### src/rtl/mem_sequencer.sv
// Memory-access sequencer: turns MFA/R/W/MAS requests from the microcode into
// big-endian byte beats on a byte-wide synchronous RAM, answering with MFC.
module mem_sequencer #(
   parameter int ADDR_W = 9
) (
   input  logic              clk,
   input  logic              rst_n,
   input  logic              mfa,
   input  logic              rw,
   input  logic [1:0]        mas,
   input  logic [31:0]       addr,
   input  logic [31:0]       wdata,
   output logic [31:0]       rdata,
   output logic              mfc,
   output logic              err,
   output logic              busy,
   output logic              ram_en,
   output logic              ram_we,
   output logic [ADDR_W-1:0] ram_addr,
   output logic [7:0]        ram_wdata,
   input  logic [7:0]        ram_rdata
);

   typedef enum logic [1:0] {IDLE = 2'd0, XFER = 2'd1, DONE = 2'd2} state_t;

   state_t            state_reg, state_next;
   logic              rw_reg, err_reg, err_pend_reg;
   logic [2:0]        n_reg, cnt_reg;
   logic [23:0]       wshift_reg, rshift_reg;
   logic [31:0]       rdata_reg;
   logic [ADDR_W-1:0] ram_addr_reg;
   logic [7:0]        ram_wdata_reg;

   logic              req_bad, xfer_last, beat_more;
   logic [2:0]        req_n;
   logic [31:0]       req_aligned;
   logic              unused_addr_hi;

   // High address bits alias onto the RAM.
   assign unused_addr_hi = ^addr[31:ADDR_W];

   // Request decode; write data is left-aligned so beats always shift out of the top byte.
   always_comb begin
      req_bad     = 1'b0;
      req_n       = 3'd4;
      req_aligned = wdata;
      case (mas)
         2'b00: begin
            req_n       = 3'd1;
            req_aligned = {wdata[7:0], 24'h000000};
         end
         2'b01: begin
            req_n       = 3'd2;
            req_aligned = {wdata[15:0], 16'h0000};
            req_bad     = addr[0];
         end
         2'b10: begin
            req_n       = 3'd4;
            req_bad     = |addr[1:0];
         end
         default: req_bad = 1'b1;
      endcase
   end

   // Reads spend one extra cycle in XFER to capture the final registered RAM byte.
   assign xfer_last = (cnt_reg == (rw_reg ? n_reg : n_reg - 3'd1));
   assign beat_more = (cnt_reg + 3'd1) < n_reg;

   always_ff @(posedge clk or negedge rst_n) begin
      if (!rst_n) state_reg <= IDLE;
      else        state_reg <= state_next;
   end

   always_comb begin
      state_next = state_reg;
      case (state_reg)
         IDLE: begin
            if (err_pend_reg)          state_next = DONE;
            else if (mfa && !req_bad)  state_next = XFER;
         end
         XFER:    if (xfer_last) state_next = DONE;
         DONE:    if (!mfa)      state_next = IDLE;
         default: state_next = IDLE;
      endcase
   end

   always_comb begin
      mfc       = (state_reg == DONE);
      busy      = (state_reg == XFER);
      ram_en    = (state_reg == XFER) && (cnt_reg < n_reg);
      ram_we    = ram_en && !rw_reg;
      err       = err_reg;
      rdata     = rdata_reg;
      ram_addr  = ram_addr_reg;
      ram_wdata = ram_wdata_reg;
   end

   // A rejected request idles one cycle (err_pend_reg) before raising MFC.
   always_ff @(posedge clk or negedge rst_n) begin
      if (!rst_n) begin
         rw_reg        <= 1'b0;
         err_reg       <= 1'b0;
         err_pend_reg  <= 1'b0;
         n_reg         <= 3'd0;
         cnt_reg       <= 3'd0;
         wshift_reg    <= 24'h000000;
         rshift_reg    <= 24'h000000;
         rdata_reg     <= 32'h00000000;
         ram_addr_reg  <= '0;
         ram_wdata_reg <= 8'h00;
      end else begin
         case (state_reg)
            IDLE: begin
               if (err_pend_reg) begin
                  err_pend_reg <= 1'b0;
               end else if (mfa) begin
                  rw_reg       <= rw;
                  n_reg        <= req_n;
                  cnt_reg      <= 3'd0;
                  err_reg      <= req_bad;
                  err_pend_reg <= req_bad;
                  rshift_reg   <= 24'h000000;
                  if (!req_bad) begin
                     ram_addr_reg  <= addr[ADDR_W-1:0];
                     ram_wdata_reg <= req_aligned[31:24];
                     wshift_reg    <= req_aligned[23:0];
                  end
               end
            end
            XFER: begin
               cnt_reg <= cnt_reg + 3'd1;
               if (beat_more) begin
                  ram_addr_reg  <= ram_addr_reg + ADDR_W'(1);
                  ram_wdata_reg <= wshift_reg[23:16];
                  wshift_reg    <= {wshift_reg[15:0], 8'h00};
               end
               // Byte for beat k arrives in cycle k+1; rdata only updates on the last capture.
               if (rw_reg && cnt_reg != 3'd0) begin
                  rshift_reg <= {rshift_reg[15:0], ram_rdata};
                  if (xfer_last) rdata_reg <= {rshift_reg, ram_rdata};
               end
            end
            default: ;
         endcase
      end
   end

endmodule

### config.mk
export PLATFORM = sky130hd
export DESIGN_NAME = mem_sequencer
export DESIGN_NICKNAME = d
export VERILOG_FILES = /design/src/rtl/mem_sequencer.sv
export SDC_FILE = /design/constraint.sdc
export NUM_CORES = 1
export LEC_CHECK = 0
export BUFFER_PORTS_ARGS = -buffer_cell sky130_fd_sc_hd__buf_2
export CORE_ASPECT_RATIO = 0.9
export CORE_UTILIZATION = 47
export CTS_BUF_LIST = sky130_fd_sc_hd__clkbuf_16
export DETAILED_ROUTE_END_ITERATION = 8
export PLACE_DENSITY = 0.84
export SLEW_MARGIN = 25
export SYNTH_ARGS = -nofsm -noshare
export SYNTH_HDL_FRONTEND = slang
export SYNTH_SLANG_ARGS = --single-unit
### constraint.sdc
create_clock -name clk -period 7.25 [get_ports clk]
set_clock_uncertainty 0.2 [all_clocks]
set_input_delay 1.0875 -clock clk [delete_from_list [all_inputs] [get_ports clk]]
set_output_delay 1.0875 -clock clk [all_outputs]
set_load 0.01 [all_outputs]
==> Word level (Yosys, flattened, before mapping) <==
Index checks and enable logic that the tools add are counted.
{ "totals": {"reg_bits": 108, "input_bits": 78, "out_inout_bits": 54, "elab_cells": 80} }
{ "op_classes": {"n_addsub": 3, "n_lt_le_gt_ge": 2, "eq_ne": 13, "n_mux": 33, "bitwise_logic": 1, "reduce_logical": 17} }
{ "ops": {"columns": ["op", "n"], "rows": [
  ["24-bit two-way mux", 7],
  ["24-bit one-hot mux with 2 select lines", 2],
  ["32-bit one-hot mux with 2 select lines", 1],
  ["9-bit two-way mux", 4],
  ["8-bit two-way mux", 4],
  ["9-bit one-hot mux with 2 select lines", 1],
  ["8-bit one-hot mux with 2 select lines", 1],
  ["3-bit one-hot mux with 2 select lines", 2],
  ["3-bit AND reduction", 4],
  ["9-bit by 1-bit adder with 9-bit output (second input constant)", 1],
  ["3-bit two-way mux", 3],
  ["2-bit two-way mux", 4],
  ["2-bit inequality test (second input constant)", 4],
  ["3-bit less-than comparator", 2],
  ["2-bit by 1-bit inequality test with 1-bit output (second input constant)", 3],
  ["2-bit one-hot mux with 3 select lines", 1],
  ["5-bit AND reduction", 1],
  ["2-bit by 1-bit equality test with 1-bit output (second input constant)", 2],
  ["2-bit equality test (second input constant)", 2],
  ["1-bit logical AND", 4],
  ["2-bit zero test", 2],
  ["4-bit AND reduction", 1],
  ["3-bit by 1-bit adder with 3-bit output (second input constant)", 1],
  ["3-bit equality test", 1],
  ["9 further kinds", 11]
]} }

==> Logic depth before layout (Yosys ltp) <==
{ "logic_depth": {"word_depth": 7, "ltp_mapped": 10, "mapped_depth_nobuf": 8} }

==> Least setup slack after synthesis <==
OpenSTA, ideal clock, no wires.
{ "synth_timing": {"kind": "register to output", "from": "register state_reg[1]", "to": "output ram_we", "arrival_ps": 1554, "required_time_ps": 5963, "setup_slack_ps": 4409, "path_stages_with_launch": 6, "path_cell_list": "dfrtp_1 buf_2 nand2b_1 clkbuf_1 clkbuf_1 nor4_1"} }
{ "synth_via": {"elab_chain_len": 3} }
{ "synth_lines": {"columns": ["item", "line_no", "source"], "rows": [
  ["from (decl)", "26", "state_t state_reg, state_next;"],
  ["from (signal assigned)", "71", "else state_reg <= state_next;"],
  ["2-bit by 1-bit equality test with 1-bit output", "90", "ram_en = (state_reg == XFER) && (cnt_reg < n_reg);"],
  ["1-bit logical AND", "90", null],
  ["1-bit logical AND", "91", "ram_we = ram_en && !rw_reg;"],
  ["to (decl)", "18", "output logic ram_we,"]
]} }
No other way between the ends.

==> Final worst setup path <==
{ "layout_timing": {"from": "register cnt_reg[0]", "to": "register ram_addr_reg[8], in the netlist ram_addr[8]"} }
{ "layout_via": {"elab_chain_len": 4} }
{ "layout_lines": {"columns": ["item", "line_no", "source"], "rows": [
  ["from (decl)", "28", "logic [2:0] n_reg, cnt_reg;"],
  ["from (signal assigned)", "131", "cnt_reg <= cnt_reg + 3'd1;"],
  ["3-bit by 1-bit adder with 3-bit output", "67", "assign beat_more = (cnt_reg + 3'd1) < n_reg;"],
  ["3-bit less-than comparator", "67", null],
  ["2-bit by 1-bit inequality test with 1-bit output (no source line)", null, null],
  ["5-bit AND reduction (no source line)", null, null],
  ["to (signal assigned)", "124", "ram_addr_reg <= addr[ADDR_W-1:0];"],
  ["to (signal assigned)", "133", "ram_addr_reg <= ram_addr_reg + ADDR_W'(1);"],
  ["to (decl)", "31", "logic [ADDR_W-1:0] ram_addr_reg;"]
]} }
No other way between the ends.
A chain may end at the register's enable or synchronous reset.

==> results.yml <==
yosys:
  yosys.area.top_type: "dfrtp_1"
  syn-num-nets: 542
  synthFlopType: "dfrtp_1"
  synth_largest_type_area_fraction_pct: 53.7
  ys_warn_count: 0
  synth.area.top_cells: "dfrtp_1, mux2_4, nand2_1"
  synth_seq_cells: 108
  synthArstFlopShare_pct: 100
  syn_area_mm2: 0.00503
  avgSynthCellArea_um2: 11.0
  synth.distinct_cells: 49
  synth-edff-count: 0
  seq_area_frac_synth_pct: 53.7
  syn_inst: 456
placement:
  io_buffers: 108
  routabilityCongestion: 0.842
  hpwl_mm: 7.64
  dp.cells: 667
timing:
  tightest_slew_ns: 0.983
  period_share_pct: 45.1
  setup_viol: 0
  slew_headroom_pct: 34.4
  period_minus_slack_ns: 3.27
  rsz0062_at_grt: "no"
  timing.fmax_ghz: 0.306
  final-hold-violation-count: 0
  fin_setup_tns_ns: 0
  maxSlewViolCount: 0
cts:
  insertion_delay_ns: 0.35
  path_clk_slew_ns: 0.08
  clockBufferDepth: 2
  h-tree-depth: 3
  cts.sinks: 108
  cts_tree: "done"
  cts_resized: 0
  cts-hold-fix-buffers: 0
  cts-buffers-inserted: 9
  clockRootBuffer: "clkbuf_16"
  post-cts-setup-buffers: 0
cells_and_area:
  stdcell_count: 684
  largest_reg_flops: 32
  drive_gt1_share_pct: 30.1
  layout_common_cells: "dfrtp_1, buf_2, nand2_1, nor2_1, mux2_4"
  final_common_cell: "dfrtp_1"
  nets: 635
  syn_to_final_growth_pct: 18.7
setup_path:
  end_kind: "flip-flop"
  worst-path-buf-inv: 1
  worst_path_max_delay_cell: "a211oi_1"
  arrival_ns: 3.30
  worst-r2r-setup-slack_ns: 3.98
  cp_slowest_stage_delay_ns: 0.66
  path_delay_family: "compound AO/OA/AOI/OAI gates"
  start_kind: "flip-flop"
  path_max_fanout: 30
  crit_required_ns: 7.28
  cp_common_cell: "ha_1"
  critical_path.cell_chain: "inv_1 -> ha_1 -> ha_1 -> o21a_1 -> a211oi_1 -> nand2b_2 -> nand4_1 -> o311a_1"
  path_class: "flip-flop to flip-flop"
flow_run:
  max_cap_violations: 0
global_route:
  grt_pass1_wl_mm: 18.6
  track_usage_pct: 21.5
  grt_start_max_net_pins: 57
  overflow: 0
  antenna_found_initial: 0
  grt_pass1_vias: 3767
drt:
  wire_per_inst_um: 16.5
  drt_iter0_drc: 248
  routed_wirelength_mm: 11.3
  postRouteAntennaNets: 0
  vias: 3843
  routed_via_density: 5.62
  drc: 32
  dr.pass1.iters: 7
power_and_ir_drop:
  p_switching_mw: 0.891
  ir_drop_uv: 206
  p_leak_nw: 3.06
  p_per_area_mw_per_mm2: 385
  power_switching_share_pct: 38.8
  clkPwrFrac_pct: 20.9
  p_int_mw: 1.41
  power_frac_seq_pct: 40.6
  combPwrFrac_pct: 38.5
floorplanning:
  io_pins: 132
  die_w_um: 111
  start_util_pct: 48.7
  core-area_mm2: 0.0103
  rows: 35
  die_h_um: 100
  dieArea_mm2: 0.0111
outcome:
  violations: "design-rule violations"
  outcome: "finished, violations left"
hold_path:
  hp-class: "flip-flop to flip-flop"
final timing paths:
| check | start | to | cells after the start |
|---|---|---|---|
| worst min register to register | err$_DFFE_PN0P_ | err$_DFFE_PN0P_ | 2 |
| min in group asynchronous | rst_n | rdata[12]$_DFFE_PN0P_ | 1 |
| worst max-delay path | cnt_reg[0]$_DFFE_PN0P_ | ram_addr[8]$_DFFE_PN0P_ | 8 |
| max in group asynchronous | rst_n | ram_addr[1]$_DFFE_PN0P_ | 2 |
| worst min-delay path | err$_DFFE_PN0P_ | err$_DFFE_PN0P_ | 2 |
| worst max register to register | cnt_reg[0]$_DFFE_PN0P_ | ram_addr[8]$_DFFE_PN0P_ | 8 |
per-layer routing:
layer	vias to the layer above	routed length, um	track usage [%]
li1	1817	-	-
met5	-	0	0
met1	1866	4900	27.9
met2	136	5440	34.6
met3	24	736	5.19
met4	0	243	9.36
worst register-to-register path: cells and delay by family, from the launching register on:
family                   cells  cell delay [ns]
buffers and inverters        1             0.10
AND/OR/NAND/NOR              2             0.80
AO/OA/AOI/OAI                3             1.00
adder cells (fa/ha/maj)      2             0.60
flip-flops                   1             0.46
cell usage after synthesis (6+ instances only):
cell type,count
a21oi_1,6
a221o_1,8
a221oi_1,8
a22o_1,25
a31oi_1,10
clkbuf_1,20
dfrtp_1,108
ha_1,8
inv_1,10
mux2_4,30
mux2i_1,11
nand2_1,64
nor2_1,36
o21ai_0,26
o21ai_1,24
cell families after synthesis:
family / after synthesis / share of synthesized area [%]
flops: 108 / 53.7
compound gates: 121 / 16.5
mux: 43 / 11.6
xor+xnor: 4 / 0.845
simple gates: 131 / 11.7
buf+inv: 41 / 3.70
fa+ha+maj: 8 / 1.99
power by group through the flow:
stage | Combinational (mW) | Clock [mW] | Sequential [mW]
4_1_cts | 0.893 | 0.492 | 0.931
5_1_grt | 0.991 | 0.514 | 0.958
6_report | 0.886 | 0.482 | 0.933
3_3_place_gp | 0.826 | 0 | 0.926
3_5_place_dp | 0.888 | 0 | 0.942
2_1_floorplan | 0.585 | 0 | 0.944
metrics by stage:
step | util (%) | worst slack (ns) | hold slack [ns] | instance area [um2] | power (mW)
2_1_floorplan | - | 4.41 | 0.255 | 5030 | 1.53
3_3_place_gp | 54.6 | 3.75 | 0.266 | 5650 | 1.75
3_5_place_dp | 54.9 | 3.64 | 0.276 | 5670 | 1.83
4_1_cts | 57.8 | 3.59 | 0.293 | 5970 | 2.32
5_1_grt | 57.8 | 3.74 | 0.314 | 5970 | 2.46
6_report | 57.8 | 3.98 | 0.291 | 5970 | 2.30
area by class of cell:
type | count | area (um2)
fill | 854 | 4360
sequential | 108 | 2700
multi-input combinational | 307 | 2170
timing repair buffer | 113 | 601
clock buffer | 9 | 225
tap | 129 | 161
clock inverter | 7 | 71.3
inverter | 10 | 37.5
antenna | 1 | 2.50
Power figures use the tool's default switching activity.
